File: config.mk
export PLATFORM = sky130hd
export DESIGN_NAME = stepper_move_engine
export DESIGN_NICKNAME = d
export VERILOG_FILES = /design/src/rtl/stepper_move_engine_pkg.sv /design/src/rtl/stepper_move_engine_cycle_timer.sv /design/src/rtl/stepper_move_engine.sv
export SDC_FILE = /design/constraint.sdc
export NUM_CORES = 1
export LEC_CHECK = 0
export CAP_MARGIN = 10
export CORE_MARGIN = 8
export CORE_UTILIZATION = 58
export DETAILED_ROUTE_END_ITERATION = 10
export PLACE_DENSITY = 0.82
export SYNTH_ARGS = -nofsm -noshare
export SYNTH_HDL_FRONTEND = slang
export SYNTH_SLANG_ARGS = --single-unit
File: constraint.sdc
create_clock -name clock -period 2.65 [get_ports clock]
set_input_delay 0.795 -clock clock [delete_from_list [all_inputs] [get_ports clock]]
set_output_delay 0.795 -clock clock [all_outputs]
set_load 0.03 [all_outputs]
File: src/rtl/stepper_move_engine_pkg.sv
// Shared move codes, face indices, FSM states and helpers
// for the cube-robot stepper move engine.
package rbot_pkg;

    localparam int R    = 2;
    localparam int Ri   = 3;
    localparam int L    = 4;
    localparam int Li   = 5;
    localparam int U    = 6;
    localparam int Ui   = 7;
    localparam int F    = 8;
    localparam int Fi   = 9;
    localparam int B    = 10;
    localparam int Bi   = 11;
    localparam int D    = 12;
    localparam int Di   = 13;
    localparam int NULL = 15;

    localparam int RIGHT = 0;
    localparam int LEFT  = 1;
    localparam int UP    = 2;
    localparam int FRONT = 3;
    localparam int BACK  = 4;
    localparam int DOWN  = 5;

    typedef enum logic [2:0] {
        ST_IDLE,
        ST_SETUP,
        ST_STEP_HI,
        ST_STEP_LO,
        ST_SETTLE,
        ST_DONE
    } state_t;

    function automatic int max3(input int a, input int b, input int c);
        int m;
        m = (a > b) ? a : b;
        return (m > c) ? m : c;
    endfunction

endpackage

File: src/rtl/stepper_move_engine_cycle_timer.sv
// Loadable down-counter; expire marks the last cycle
// of a phase while counting is enabled.
module cycle_timer #(
    parameter int TW = 8
) (
    input  logic          clock,
    input  logic          reset_n,
    input  logic          load,
    input  logic [TW-1:0] load_val,
    input  logic          count_en,
    output logic          expire
);

    logic [TW-1:0] count;

    always_ff @(posedge clock) begin
        if (!reset_n) begin
            count <= '0;
        end else if (load) begin
            count <= load_val;
        end else if (count_en && count != '0) begin
            count <= count - 1'b1;
        end
    end

    assign expire = count_en && (count == '0);

endmodule

File: src/rtl/stepper_move_engine.sv
// Executes one cube move: DIR setup, N step pulses,
// settle dwell, with abort and illegal-code reporting.
module stepper_move_engine #(
    parameter int NUM_MOTORS    = 6,
    parameter int MOVE_W        = 4,
    parameter int QUARTER_STEPS = 50,
    parameter int STEP_HALF     = 500000,
    parameter int DIR_SETUP     = 100,
    parameter int SETTLE        = 1000000
) (
    input  logic                  clock,
    input  logic                  reset_n,
    input  logic [MOVE_W-1:0]     move_code,
    input  logic                  move_half,
    input  logic                  move_valid,
    output logic                  move_ready,
    input  logic                  abort,
    output logic                  move_done,
    output logic                  move_err,
    output logic                  aborted,
    output logic                  dir_pin,
    output logic                  step_pin,
    output logic [NUM_MOTORS-1:0] en_pins
);

    import rbot_pkg::*;

    localparam int FW = MOVE_W - 1;
    localparam int CW = $clog2(2 * QUARTER_STEPS + 1);
    localparam int TW = $clog2(max3(STEP_HALF, DIR_SETUP, SETTLE) + 1);

    state_t        state;
    logic [CW-1:0] step_cnt;
    logic [CW-1:0] step_target;
    logic          abort_q;

    logic          accept;
    logic [FW-1:0] face_field;
    logic [FW-1:0] face;
    logic          is_null;
    logic          is_legal;
    logic          abort_hit;
    logic [CW-1:0] cnt_inc;
    logic          more_steps;

    logic          t_load;
    logic          t_run;
    logic          t_exp;
    logic [TW-1:0] t_val;

    assign accept     = move_valid & move_ready;
    assign face_field = move_code[MOVE_W-1:1];
    assign face       = face_field - 1'b1;
    assign is_null    = &move_code;
    assign is_legal   = !is_null && face_field != '0
                        && face_field <= FW'(NUM_MOTORS);
    assign abort_hit  = abort_q | abort;
    assign cnt_inc    = step_cnt + 1'b1;
    assign more_steps = (cnt_inc < step_target) && !abort_hit;

    assign t_run = (state == ST_SETUP) || (state == ST_STEP_HI)
                   || (state == ST_STEP_LO) || (state == ST_SETTLE);

    // Timer is reloaded on the same edge that enters the next phase.
    always_comb begin
        t_load = 1'b0;
        t_val  = '0;
        case (state)
            ST_IDLE: begin
                if (accept && is_legal) begin
                    t_load = 1'b1;
                    t_val  = TW'(DIR_SETUP - 1);
                end
            end
            ST_SETUP: begin
                if (t_exp) begin
                    t_load = 1'b1;
                    t_val  = abort_hit ? TW'(SETTLE - 1)
                                       : TW'(STEP_HALF - 1);
                end
            end
            ST_STEP_HI: begin
                if (t_exp) begin
                    t_load = 1'b1;
                    t_val  = TW'(STEP_HALF - 1);
                end
            end
            ST_STEP_LO: begin
                if (t_exp) begin
                    t_load = 1'b1;
                    t_val  = more_steps ? TW'(STEP_HALF - 1)
                                        : TW'(SETTLE - 1);
                end
            end
            default: begin
                t_load = 1'b0;
            end
        endcase
    end

    cycle_timer #(
        .TW(TW)
    ) u_timer (
        .clock   (clock),
        .reset_n (reset_n),
        .load    (t_load),
        .load_val(t_val),
        .count_en(t_run),
        .expire  (t_exp)
    );

    always_ff @(posedge clock) begin
        if (!reset_n) begin
            state       <= ST_IDLE;
            step_cnt    <= '0;
            step_target <= '0;
            abort_q     <= 1'b0;
            move_ready  <= 1'b0;
            move_done   <= 1'b0;
            move_err    <= 1'b0;
            aborted     <= 1'b0;
            dir_pin     <= 1'b0;
            step_pin    <= 1'b0;
            en_pins     <= '0;
        end else begin
            move_done <= 1'b0;
            move_err  <= 1'b0;
            aborted   <= 1'b0;
            unique case (state)
                ST_IDLE: begin
                    if (accept) begin
                        move_ready <= 1'b0;
                        step_cnt   <= '0;
                        abort_q    <= 1'b0;
                        if (is_null) begin
                            state     <= ST_DONE;
                            move_done <= 1'b1;
                        end else if (is_legal) begin
                            state       <= ST_SETUP;
                            en_pins     <= NUM_MOTORS'(1) << face;
                            dir_pin     <= move_code[0];
                            step_target <= move_half
                                ? CW'(2 * QUARTER_STEPS)
                                : CW'(QUARTER_STEPS);
                        end else begin
                            state    <= ST_DONE;
                            move_err <= 1'b1;
                        end
                    end else begin
                        move_ready <= 1'b1;
                    end
                end
                ST_SETUP: begin
                    if (abort) abort_q <= 1'b1;
                    if (t_exp) begin
                        if (abort_hit) begin
                            state <= ST_SETTLE;
                        end else begin
                            state    <= ST_STEP_HI;
                            step_pin <= 1'b1;
                        end
                    end
                end
                ST_STEP_HI: begin
                    if (abort) abort_q <= 1'b1;
                    if (t_exp) begin
                        state    <= ST_STEP_LO;
                        step_pin <= 1'b0;
                    end
                end
                ST_STEP_LO: begin
                    if (abort) abort_q <= 1'b1;
                    if (t_exp) begin
                        step_cnt <= cnt_inc;
                        if (more_steps) begin
                            state    <= ST_STEP_HI;
                            step_pin <= 1'b1;
                        end else begin
                            state <= ST_SETTLE;
                        end
                    end
                end
                ST_SETTLE: begin
                    if (t_exp) begin
                        state     <= ST_DONE;
                        move_done <= 1'b1;
                        aborted   <= abort_q;
                        en_pins   <= '0;
                    end
                end
                ST_DONE: begin
                    state      <= ST_IDLE;
                    move_ready <= 1'b1;
                    abort_q    <= 1'b0;
                end
                default: begin
                    state <= ST_IDLE;
                end
            endcase
        end
    end

endmodule

# Word level (Yosys, flattened, before mapping)
# Index checks and enable logic that the tools add are counted.
[totals] reg_bits=50 output_inout_bits=12
[op_classes] add_sub_neg=3 order_cmp=2 n_eq_ne=15 shift=1 mux=46 bitwise=6 reduce_logical=31
[ops] operator="20-bit two-way mux" count=6
[ops] operator="20-bit one-hot mux with 4 select lines" count=1
[ops] operator="7-bit two-way mux" count=4
[ops] operator="3-bit two-way mux" count=9
[ops] operator="6-bit two-way mux" count=4
[ops] operator="20-bit zero test" count=1
[ops] operator="20-bit nonzero test" count=1
[ops] operator="20-bit by 1-bit subtractor with 20-bit output, second input constant" count=1
[ops] operator="19-bit two-way mux" count=1
[ops] operator="2-bit != test, second input constant" count=9
[ops] operator="3-bit one-hot mux with 5 select lines" count=1
[ops] operator="7-bit one-hot mux with 2 select lines" count=1
[ops] operator="1-bit two-way mux" count=13
[ops] operator="6-bit one-hot mux with 2 select lines" count=1
[ops] operator="5-bit AND reduction" count=2
[ops] operator="3-bit AND reduction" count=3
[ops] operator="3-bit nonzero test" count=3
[ops] operator="4-bit AND reduction" count=2
[ops] operator="2-bit nonzero test" count=4
[ops] operator="7-bit by 1-bit adder with 7-bit output, second input constant" count=1
[ops] operator="7-bit less-than comparator" count=1
[ops] operator="3-bit by 2-bit equality test with 1-bit output, second input constant" count=2
[ops] operator="3-bit equality test, second input constant" count=2
[ops] operator="1-bit logical AND" count=6
[ops] operator="16 further kinds" count=25

# Logic depth before layout (Yosys ltp)
[depth] ltp_word=8 depth_mapped=11 ltp_nobuf=11

# Modules after synthesis
# A second synthesis with hierarchy kept.
[hier_totals] cells_unflattened=333 area_unflattened_um2=2733.9
[modules_own_cells] module="stepper_move_engine" n_inst=1 cells_each=185 area_per_inst_um2=1500.2
[modules_own_cells] module="cycle_timer" n_inst=1 cells_each=148 area_per_inst_um2=1233.7

# Worst setup path after synthesis
# No wires, ideal clock.
[synth_timing] path_type="in2reg" from="input port move_code[1]" to="register u_timer.count[9]" setup_time_ns=0.116 t_arrival_ns=2.194 required_ns=2.534 slack_ns=0.340 path_stages=7 n_path_buf=1 cell_sequence="or3_1 > nand4_1 > o31ai_4 > buf_4 > nor2_1 > a21oi_1 > o211a_1"
[synth_between] elab_chain_len=8
[synth_rtl] item="start, declared" line="stepper_move_engine.sv:13" rtl="input logic [MOVE_W-1:0] move_code,"
[synth_rtl] item="branches (longest 3 deep; another with 3-bit <= comparator)"
[synth_rtl] item="1-bit logical AND (*)" line="stepper_move_engine.sv:56" rtl="&& face_field <= FW'(NUM_MOTORS);"
[synth_rtl] item="1-bit logical AND (*)" line="stepper_move_engine.sv:70" rtl="if (accept && is_legal) begin"
[synth_rtl] item="1-bit two-way mux (*)" line="stepper_move_engine.sv:70"
[synth_rtl] item="1-bit one-hot mux with 2 select lines (*)" line="stepper_move_engine.sv:68" rtl="case (state)"
[synth_rtl] item="20-bit two-way mux or 2-bit nonzero test (tied branches)"
[synth_rtl] item="end signal, assigned" line="stepper_move_engine_cycle_timer.sv:20" rtl="count <= load_val;"
[synth_rtl] item="end signal, assigned" line="stepper_move_engine_cycle_timer.sv:22" rtl="count <= count - 1'b1;"
[synth_rtl] item="end, declared" line="stepper_move_engine_cycle_timer.sv:14" rtl="logic [TW-1:0] count;"
# Every way passes the cells marked *.
# A chain may end at the register's enable or synchronous reset.

# Worst setup path after layout
[layout_timing] from="register step_cnt[1]" to="register state[2]"
[layout_between] elab_chain_len=6
[layout_rtl] item="start, declared" line="stepper_move_engine.sv:33" rtl="logic [CW-1:0] step_cnt;"
[layout_rtl] item="start signal, assigned" line="stepper_move_engine.sv:174" rtl="step_cnt <= cnt_inc;"
[layout_rtl] item="7-bit by 1-bit adder with 7-bit output" line="stepper_move_engine.sv:58" rtl="assign cnt_inc = step_cnt + 1'b1;"
[layout_rtl] item="7-bit less-than comparator" line="stepper_move_engine.sv:59" rtl="assign more_steps = (cnt_inc < step_target) && !abort_hit;"
[layout_rtl] item="1-bit logical AND" line="stepper_move_engine.sv:59"
[layout_rtl] item="3-bit two-way mux" line="stepper_move_engine.sv:175" rtl="if (more_steps) begin"
[layout_rtl] item="3-bit two-way mux" line="stepper_move_engine.sv:173" rtl="if (t_exp) begin"
[layout_rtl] item="3-bit one-hot mux with 5 select lines" line="stepper_move_engine.sv:129" rtl="unique case (state)"
[layout_rtl] item="end signal, assigned" line="stepper_move_engine.sv:136" rtl="state <= ST_DONE;"
[layout_rtl] item="end signal, assigned" line="stepper_move_engine.sv:176" rtl="state <= ST_STEP_HI;"
[layout_rtl] item="end signal, assigned" line="stepper_move_engine.sv:179" rtl="state <= ST_SETTLE;"
[layout_rtl] item="end, declared" line="stepper_move_engine.sv:32" rtl="state_t state;"
# Every way passes these cells. The select of a mux whose other input is x is not followed.

==> results by group <==
Outcome
  – Status: finished clean

Synthesis
  – Cell count after synthesis: ~320
  – Synth area leaders: dfxtp_1 36%, a21oi_1 6.5%, o21ai_0 4.4%, nand2_1 4.2%, nor2_1 4.2%
  – Flops & latches, synth: 46
  – Cell Area, Synth: around 2500 sq um
  – Syn Area/Cell: between 7 and 8 sq um
  – Share of the synthesized area in the top cell type: between 30% and 40%
  – Distinct cell type count after synthesis: 50
  – Synth area leader: dfxtp_1
  – Yosys Warn Count: 0
  – Asr flop ratio synth: 0%
  – Seq/Total Area, Yosys: a little over a third
  – Predominant post-synthesis flop cell: dfxtp_1
  – Post-synth EDFFs: 0
  – Net count after synthesis: approximately 330

Clocking
  – Clock Latency Late Sink: roughly 0.3 ns
  – H-tree depth: 2
  – Number of clock sinks: 46
  – Root buffer cell: clkbuf_8
  – CTS buffer count: 5
  – Clk pin slew, worst setup/hold paths: ~0.090 ns
  – CTS tree: yes
  – Post CTS Setup Buffer Count: 0
  – # hold bufs at CTS: 0
  – CTS resizes: 0
  – CTS max path bufs: 2

Cells and area
  – Commonest non-fill, non-tap cell in the layout: dfxtp_1
  – Antenna diode count: 0
  – Area grow syn2layout: 19.81%
  – Fin cells: roughly 400
  – Layout cell share with drive strength beyond 1: 12.29%
  – Final net count: approximately 370
  – Fin util: a little under three quarters
  – Most frequent cells in the layout: 45 x dfxtp_1, 33 x a21oi_1, 28 x nand2_1, 28 x nor2_1, 22 x o21ai_0

Drt
  – Final Routed Wirelength: between 6000 and 7000 um
  – Routed Antenna Nets: 0
  – Vias: 2412
  – Number of remaining DRC errors: 0
  – Iteration-0 DRC Markers: 220
  – Drt pass-1 iters: 5
  – Drt wl/cell: between 15 and 20 um
  – Vias/cell: around 6.0

Global route
  – First-pass GRT wire length: ~10000 um
  – Vias in the first global route: about 2300
  – GRT Util Overall: between 10% and 20%
  – Largest net degree at the start of global routing: 17
  – Grt ovf: 0
  – Initial antenna violation count: 0

Die
  – Starting density of the core: a little under 60%
  – Die Wd: slightly above 80 um
  – Num ports: 21
  – Core area: ~4300 sq um
  – Die area: between 6000 and 7000 sq um
  – Chip height: roughly 82 um
  – Core Rows: 24

Timing
  – Crit share post-route: a little over nine tenths
  – Total negative slack: 0 ns
  – RSZ-0062 raised after global routing: no
  – Layout Skew: roughly 0.0064 ns
  – Max Slew Vio Count: 0
  – Count of final setup violators: 0
  – Final Hold Fails: 0
  – Max_slew headroom: between 40% and 50%
  – Final hold slack: 0.4711 ns
  – Fmax: slightly below 400 MHz
  – Minimum clock period: about 2.6 ns
  – Worst Tran Pin Value: 0.8399 ns

Setup path
  – Crit-path cells: ha_2 -> nand3_1 -> nor2_1 -> xor2_1 -> ha_1 -> nor4b_1 -> o21ai_0 -> nor2b_2 -> or2_2 -> o22ai_1 -> a21oi_1
  – Critical path class: flip-flop to flip-flop
  – CP max-delay cell: dfxtp_1
  – Arrival time worst endpoint: ~2.8 ns
  – Required time worst endpoint: ~2.9 ns
  – CP Max Fanout: 3
  – CP peak stage delay: 0.37 ns
  – Critical path capture point type: flip-flop
  – CP Launch Type: flip-flop
  – CP delay by family, top: simple AND/OR/NAND/NOR gates
  – Crit path buffers/inverters: 0

Flow run
  – Max cap viols: 0

Placed design
  – Placed Cells: approximately 400
  – # port buffers: 20
  – Hpwl dp: around 4600 um
  – Routability Congestion: roughly 0.9

Power and ir drop
  – Power density over cell area: 1090 nW/um^2
  – Leakage power: between 1 and 1.5 nW
  – Max rail drop VDD: just over 0.0006 V

Hold path
  – Hold Crit Class: flip-flop to flip-flop
-- cell families (layout without fill, tap and decap cells) --
logic type,count (synthesis),after routing,share of synthesized area [%]
AO/OA/AOI/OAI,84,84,20.36
XOR/XNOR,19,19,6.587
adder cells (fa/ha/maj),8,8,3.963
buffers and inverters,26,60,4.408
flip-flops,46,46,36.45
multiplexers,2,2,0.7925
AND/OR/NAND/NOR,131,131,27.44
-- where the power goes --
group | total (mW) | switching, mW | internal (mW)
combinational | 1.81 | 1.09 | 0.726
clock | 0.519 | 0.241 | 0.278
sequential | 0.967 | 0.138 | 0.829
-- flip-flops by register name, indices dropped and copies added (netlist names) --
signal,cells
abort_q,1
aborted,1
dir_pin,1
en_pins,6
move_done,1
move_err,1
move_ready,1
state,3
step_cnt,7
step_pin,1
step_target,3
u_timer.count,20
-- worst paths after layout --
| check | slack [ns] | endpoint | startpoint | cells past startpoint |
|---|---|---|---|---|
| worst max-delay path | 0.1 | state[2] | step_cnt[1] | 11 |
| worst min-delay path | 0.47 | step_cnt[6] | step_cnt[6] | 2 |
| worst max register to register | 0.1 | state[2] | step_cnt[1] | 11 |
| worst min register to register | 0.47 | step_cnt[6] | step_cnt[6] | 2 |
-- per-stage QoR --
step / setup WS (ns) / instance area [sq um] / total power, mW
after floorplan: 0.3397 / 2526 / 2.221
after global placement: -0.005697 / 2892 / 2.701
after detailed placement: -0.07440 / 2892 / 2.746
after CTS: 0.1107 / 3000 / 3.274
after global routing: 0.003471 / 3027 / 3.541
final: 0.09909 / 3027 / 3.298
-- cells in the mapped netlist (all sizes together), types with 3 or more instances --
master  number
a211oi       5
nand4        9
buf          5
nand2b       5
or4          3
or3          6
dfxtp       46
xor2        12
o21a         3
and2         3
a21oi       33
inv         10
nand2       28
nor2b        4
o21ai       26
nor2        29
xnor2        7
nor3         9
or2          3
nor4         8
and3         4
nand3       14
ha           8
clkbuf      10
o22ai        4
-- metal layers --
metal  track usage (%)  vias up  wire (um)
li1                  -     1198          -
met1             24.29     1129       2783
met2             32.68       74       3139
met3             3.829       11        261
met4             8.772        0        128
met5                 0        -          0
-- worst min-delay path: cells and delay by family, from the launching register on --
family,cells,cell delay [ns]
AO/OA/AOI/OAI,1,0.05
flip-flops,1,0.32
AND/OR/NAND/NOR,1,0.05
-- cell type report --
| type | count | area (sq um) |
|---|---|---|
| Multi-Input combinational cell | 244 | 1519 |
| Tap cell | 52 | 65.06 |
| Clock inverter | 3 | 40.04 |
| Clock buffer | 5 | 68.82 |
| Fill cell | 367 | 1237 |
| Timing Repair Buffer | 41 | 370.4 |
| Inverter | 11 | 41.29 |
| Sequential cell | 46 | 922.1 |
(Power assumes the default switching activity.)
